## config.mk

```make
export PLATFORM = sky130hd
export DESIGN_NAME = sync_fifo_v2
export DESIGN_NICKNAME = d
export VERILOG_FILES = /design/src/rtl/fifo_pkg.sv /design/src/rtl/fifo_ram.sv /design/src/rtl/sync_fifo_v2.sv
export SDC_FILE = /design/constraint.sdc
export NUM_CORES = 1
export LEC_CHECK = 0
export ABC_CLOCK_PERIOD_IN_PS = 2500
export CAP_MARGIN = 30
export CORE_MARGIN = 4
export CORE_UTILIZATION = 30
export DETAILED_ROUTE_END_ITERATION = 10
export PLACE_DENSITY = 0.56
export SETUP_SLACK_MARGIN = 0.4
export SYNTH_ARGS = -nofsm -noshare
export SYNTH_HDL_FRONTEND = slang
export SYNTH_SLANG_ARGS = --single-unit
```

## constraint.sdc

```tcl
create_clock -name clk -period 2.5 [get_ports clk]
set_clock_uncertainty 0.2 [all_clocks]
set_input_delay 0.5 -clock clk [delete_from_list [all_inputs] [get_ports clk]]
set_output_delay 0.5 -clock clk [all_outputs]
set_load 0.01 [all_outputs]
```

## src/rtl/fifo_pkg.sv

```systemverilog
// Shared definitions for the synchronous FIFO family: width helpers, defaults
// and the per-cycle operation encoding used by the occupancy counter.
package fifo_pkg;

   localparam int DEF_DATA_W   = 8;
   localparam int DEF_DEPTH    = 8;
   localparam int DEF_AE_LEVEL = 2;
   localparam int DEF_FWFT     = 0;

   typedef enum logic [1:0] {
      OP_IDLE  = 2'b00,
      OP_READ  = 2'b01,
      OP_WRITE = 2'b10,
      OP_BOTH  = 2'b11
   } fifo_op_e;

   function automatic int cnt_w(input int depth);
      return $clog2(depth) + 1;
   endfunction

   function automatic int ptr_w(input int depth);
      return $clog2(depth);
   endfunction

endpackage

```

## src/rtl/fifo_ram.sv

```systemverilog
// DEPTH x DATA_W storage: one synchronous write port, one asynchronous read
// port. Contents are never reset.
module fifo_ram
   import fifo_pkg::*;
#(
   parameter int DATA_W = DEF_DATA_W,
   parameter int DEPTH  = DEF_DEPTH
) (
   input  logic                      clk,
   input  logic                      we,
   input  logic [ptr_w(DEPTH)-1:0]   waddr,
   input  logic [DATA_W-1:0]         wdata,
   input  logic [ptr_w(DEPTH)-1:0]   raddr,
   output logic [DATA_W-1:0]         rdata
);

   logic [DATA_W-1:0] mem [DEPTH];

   always_ff @(posedge clk) begin
      if (we) mem[waddr] <= wdata;
   end

   assign rdata = mem[raddr];

endmodule

```

## src/rtl/sync_fifo_v2.sv

```systemverilog
// Single-clock FIFO with programmable almost-full/empty thresholds, fill count,
// sticky error flags, synchronous flush and optional first-word-fall-through.
module sync_fifo_v2
   import fifo_pkg::*;
#(
   parameter int DATA_W   = DEF_DATA_W,
   parameter int DEPTH    = DEF_DEPTH,
   parameter int AF_LEVEL = DEPTH - 2,
   parameter int AE_LEVEL = DEF_AE_LEVEL,
   parameter int FWFT     = DEF_FWFT
) (
   input  logic                     clk,
   input  logic                     rst,
   input  logic                     clr,
   input  logic                     wr_en,
   input  logic [DATA_W-1:0]        din,
   input  logic                     rd_en,
   output logic [DATA_W-1:0]        dout,
   output logic                     valid,
   output logic [cnt_w(DEPTH)-1:0]  count,
   output logic                     full,
   output logic                     empty,
   output logic                     almost_full,
   output logic                     almost_empty,
   output logic                     overflow,
   output logic                     underflow
);

   localparam int CW = cnt_w(DEPTH);
   localparam int PW = ptr_w(DEPTH);
   localparam logic [CW-1:0] DEPTH_C = CW'(DEPTH);
   localparam logic [CW-1:0] AF_C    = CW'(AF_LEVEL);
   localparam logic [CW-1:0] AE_C    = CW'(AE_LEVEL);

   if (DEPTH < 2 || (DEPTH & (DEPTH - 1)) != 0) begin : g_bad_depth
      $error("sync_fifo_v2: DEPTH must be a power of two >= 2");
   end
   if (AE_LEVEL < 0 || AE_LEVEL >= AF_LEVEL || AF_LEVEL > DEPTH) begin : g_bad_levels
      $error("sync_fifo_v2: need 0 <= AE_LEVEL < AF_LEVEL <= DEPTH");
   end

   logic [PW-1:0]     wr_ptr, rd_ptr;
   logic [DATA_W-1:0] rd_data;
   logic              rd_acc, wr_acc;
   fifo_op_e          op;

   // A read at full frees a slot in the same edge, so the write may proceed.
   assign rd_acc = rd_en && !empty;
   assign wr_acc = wr_en && (!full || rd_acc);
   assign op     = fifo_op_e'({wr_acc, rd_acc});

   assign full         = (count == DEPTH_C);
   assign empty        = (count == '0);
   assign almost_full  = (count >= AF_C);
   assign almost_empty = (count <= AE_C);

   fifo_ram #(
      .DATA_W (DATA_W),
      .DEPTH  (DEPTH)
   ) u_ram (
      .clk   (clk),
      .we    (wr_acc && rst && !clr),
      .waddr (wr_ptr),
      .wdata (din),
      .raddr (rd_ptr),
      .rdata (rd_data)
   );

   always_ff @(posedge clk) begin
      if (!rst) begin
         wr_ptr    <= '0;
         rd_ptr    <= '0;
         count     <= '0;
         overflow  <= 1'b0;
         underflow <= 1'b0;
      end else if (clr) begin
         wr_ptr    <= '0;
         rd_ptr    <= '0;
         count     <= '0;
         overflow  <= 1'b0;
         underflow <= 1'b0;
      end else begin
         if (wr_acc) wr_ptr <= wr_ptr + 1'b1;
         if (rd_acc) rd_ptr <= rd_ptr + 1'b1;
         case (op)
            OP_WRITE: count <= count + 1'b1;
            OP_READ:  count <= count - 1'b1;
            default:  count <= count;
         endcase
         overflow  <= overflow  | (wr_en && !wr_acc);
         underflow <= underflow | (rd_en && empty);
      end
   end

   // Output stage: registered pop (standard) or live head word (fall-through).
   if (FWFT == 0) begin : g_std
      logic [DATA_W-1:0] dout_p1;
      logic              vld_p1;

      always_ff @(posedge clk) begin
         if (!rst) begin
            dout_p1 <= '0;
            vld_p1  <= 1'b0;
         end else if (clr) begin
            vld_p1  <= 1'b0;
         end else begin
            vld_p1 <= rd_acc;
            if (rd_acc) dout_p1 <= rd_data;
         end
      end

      assign dout  = dout_p1;
      assign valid = vld_p1;
   end else begin : g_fwft
      assign dout  = rd_data;
      assign valid = !empty;
   end

endmodule

```

==> summary.txt <==
Slew of the pin with the lowest slew margin -> 454 ps
Final slew viol count -> 0
Number of setup violations in the final report -> 0
Via count of the first global-routing pass -> 2030
Most frequent standard cell in the layout excluding fill and tap cells -> edfxtp_1
Total area of multi-input combinational cells -> 1130 um2
Total negative setup slack -> 0 ps
Mean number of vias per cell -> 4.71
Post-layout instance area -> 4680 um2
Signed area change from the synthesized netlist to the final layout -> 37.2%
First-pass DRT Iterations -> 4
ANT cells -> 0
Leak -> 1.65 nW
Max Clk Rate -> 446 MHz
Combined flip-flop and latch cell area -> 2360 um2
Portion of the clock cycle consumed by the worst path in the final layout -> 0.898
Initial antenna violation count -> 0
Clock latency on the worst-skew pair -> 330 ps
Clock-pin slew reported for the worst setup and hold paths after clock tree synthesis -> 60 ps
#FFs+latches synth -> 85
Final cell count without fillers -> 423
Worst endpoint data arrival time -> 2290 ps
GPL Wtd Cong -> 0.755
CTS Buf Count -> 9
Number of distinct library cells after synthesis -> 39
Filler cell count -> 957
Final hold violation count -> 0
Classification of the worst-slack hold path -> flop to flop
CP required -> 2550 ps
DRC violation total after the first TritonRoute iteration -> 139
CTS tree -> yes
Post-placement cell count -> 392
Number of violations of the max-capacitance limit -> 0
Outcome -> complete, no violations
Min cycle time layout -> 2240 ps
First-pass GRT wire length -> 11300 um
Average size of a mapped cell -> 16.1 um2
Number of buffers added on ports -> 31
Number of nets in the synthesized netlist -> 230
Buffer depth of the longest clock path -> 2
Most frequent cells in the layout -> edfxtp_1, clkdlybuf4s50_1, buf_4
Gr ovfl total -> 0
DR WL/cell -> 16.6 um
Cell area after synthesis -> 3410 um2
Count of clock tree sinks -> 85
Placeable Area -> 11000 um2
Ordered cell list for the critical path -> o41ai_4 -> nand2b_4 -> inv_4 -> ha_1 -> and3_4 -> nor2_2 -> or3_1 -> a31oi_1
Post-Place Cell Area -> 4150 um2
Post-detailed-routing wire length -> 7010 um
Cell at the root of the clock tree -> clkbuf_16
Setup repair after global routing missed its margin -> true
Crit-path max cell delay -> 370 ps
# DRC -> 0
Startpoint type of the worst setup path -> flop
Critical path endpoint category -> flop
Pwr/cell area -> 678 nW/um2
Die Area -> 13200 um2
Worst setup path class -> flop to flop
Crit-path slowest cell -> o41ai_4
GRT Overall Usage -> 0.116
Maximum number of pins on one net before global-route repair -> 17
Initial Utilization -> 0.311
Hold-fix buffer count after cts -> 0
Post-DP HPWL -> 4580 um
Die boundary width -> 115 um
Via Count -> 1991
Htree depth -> 3
Cells after synthesis -> 212
IO Count -> 32
Routed Antenna Nets -> 0
Die H -> 115 um
Maximum resistive drop on vdd -> 0.416 mV
Number of rows in the core area -> 38
Total Power -> 3.18 mW
Post-layout net count -> 296
Fin util -> 0.427
Worst-path maximum fanout -> 4
Portion of the post-synthesis area used by sequential elements -> 0.686
Number of warning messages in the yosys log -> 0
Relative max-transition margin -> 0.698
Fraction of layout cells with a size suffix above 1 -> 0.332
## area by class of cell
type,count,share of cell area
clock buffer,9,0.0481
timing repair buffer,65,0.143
sequential,85,0.503
multi-input combinational,109,0.241
inverter,8,0.00694
clock inverter,7,0.0208
tap,140,0.0374
## power by group
part | switching, mW | total, mW | internal (mW) | leakage [nW]
clock | 0.537 | 1.42 | 0.882 | 0.159
combinational | 0.101 | 0.213 | 0.112 | 0.739
sequential | 0.0146 | 1.54 | 1.53 | 0.750
total | 0.653 | 3.18 | 2.52 | 1.65
## path summary, 6_finish.rpt
check	endpoint	cells after the start	slack, ps	start
max	count[3]	8	260	count[3]
min	dout[1]	2	240	dout[1]
max reg2reg	count[3]	8	260	count[3]
min reg2reg	dout[1]	2	240	dout[1]
## cells in the mapped netlist (all sizes together)
library cell | count | area (um2)
nor2 | 20 | 75.1
and3 | 1 | 6.26
o32ai | 1 | 16.3
a21oi | 2 | 10.0
nor4 | 1 | 6.26
a22oi | 7 | 52.6
a31oi | 1 | 6.26
nor2b | 1 | 6.26
nand2 | 15 | 56.3
or3 | 4 | 25.0
nor3b | 1 | 7.51
xnor2 | 4 | 35.0
a21o | 2 | 15.0
o21a | 1 | 7.51
mux4 | 16 | 360
nand2b | 6 | 37.5
ha | 4 | 50.1
o211ai | 1 | 7.51
o41ai | 1 | 27.5
dfxtp | 21 | 420
a211oi | 2 | 15.0
nor3 | 5 | 35.0
o31a | 1 | 8.76
clkbuf | 3 | 11.3
mux2i | 4 | 40.0
a222oi | 1 | 10.0
nor4b | 1 | 8.76
inv | 8 | 30.0
xor2 | 2 | 17.5
o311ai | 1 | 8.76
fa | 1 | 20.0
buf | 7 | 48.8
edfxtp | 64 | 1920
o21ai | 2 | 10.0
## per-layer routing
layer,wire length [um],vias up,track usage,part of all wire
met4,140,0,0.0570,0.020
met5,0,-,0,0
met2,3290,42,0.175,0.47
met1,3250,997,0.161,0.46
met3,329,9,0.0211,0.047
li1,-,943,-,-
## what timing repair did
action,4_1_cts,5_1_grt
pin swaps,8,5
setup endpoints to repair,73,30
gates resized for setup,17,14
buffers inserted,12,3
## per-stage QoR
stage	hold slack [ps]	setup slack (ps)
finish	238	256
global route	262	170
CTS	243	290
detailed placement	234	-137
global placement	226	-111
floorplan	263	-9.59
## sequential cells by signal, indices dropped and copies added, names as in the netlist
| signal | cells |
|---|---|
| rd_ptr | 3 |
| valid | 1 |
| underflow | 1 |
| overflow | 1 |
| dout | 8 |
| count | 4 |
| wr_ptr | 3 |
| u_ram.mem | 64 |
## critical path, delay by kind of cell (launching register included)
| kind | cells | cell delay [ps] |
|---|---|---|
| AND/OR/NAND/NOR | 4 | 750 |
| AO/OA/AOI/OAI | 2 | 540 |
| flip-flops | 1 | 360 |
| adder cells (fa/ha/maj) | 1 | 260 |
| buffers and inverters | 1 | 40 |
## logic make-up after synthesis
group | synth area share
AOI/OAI and AO/OA | 0.0572
xor gates and xnor gates | 0.0154
adders and majority gates | 0.0205
buffers and inverters | 0.0264
DFF | 0.686
muxes | 0.117
and+or+nand+nor | 0.0773
(Power assumes the default switching activity.)
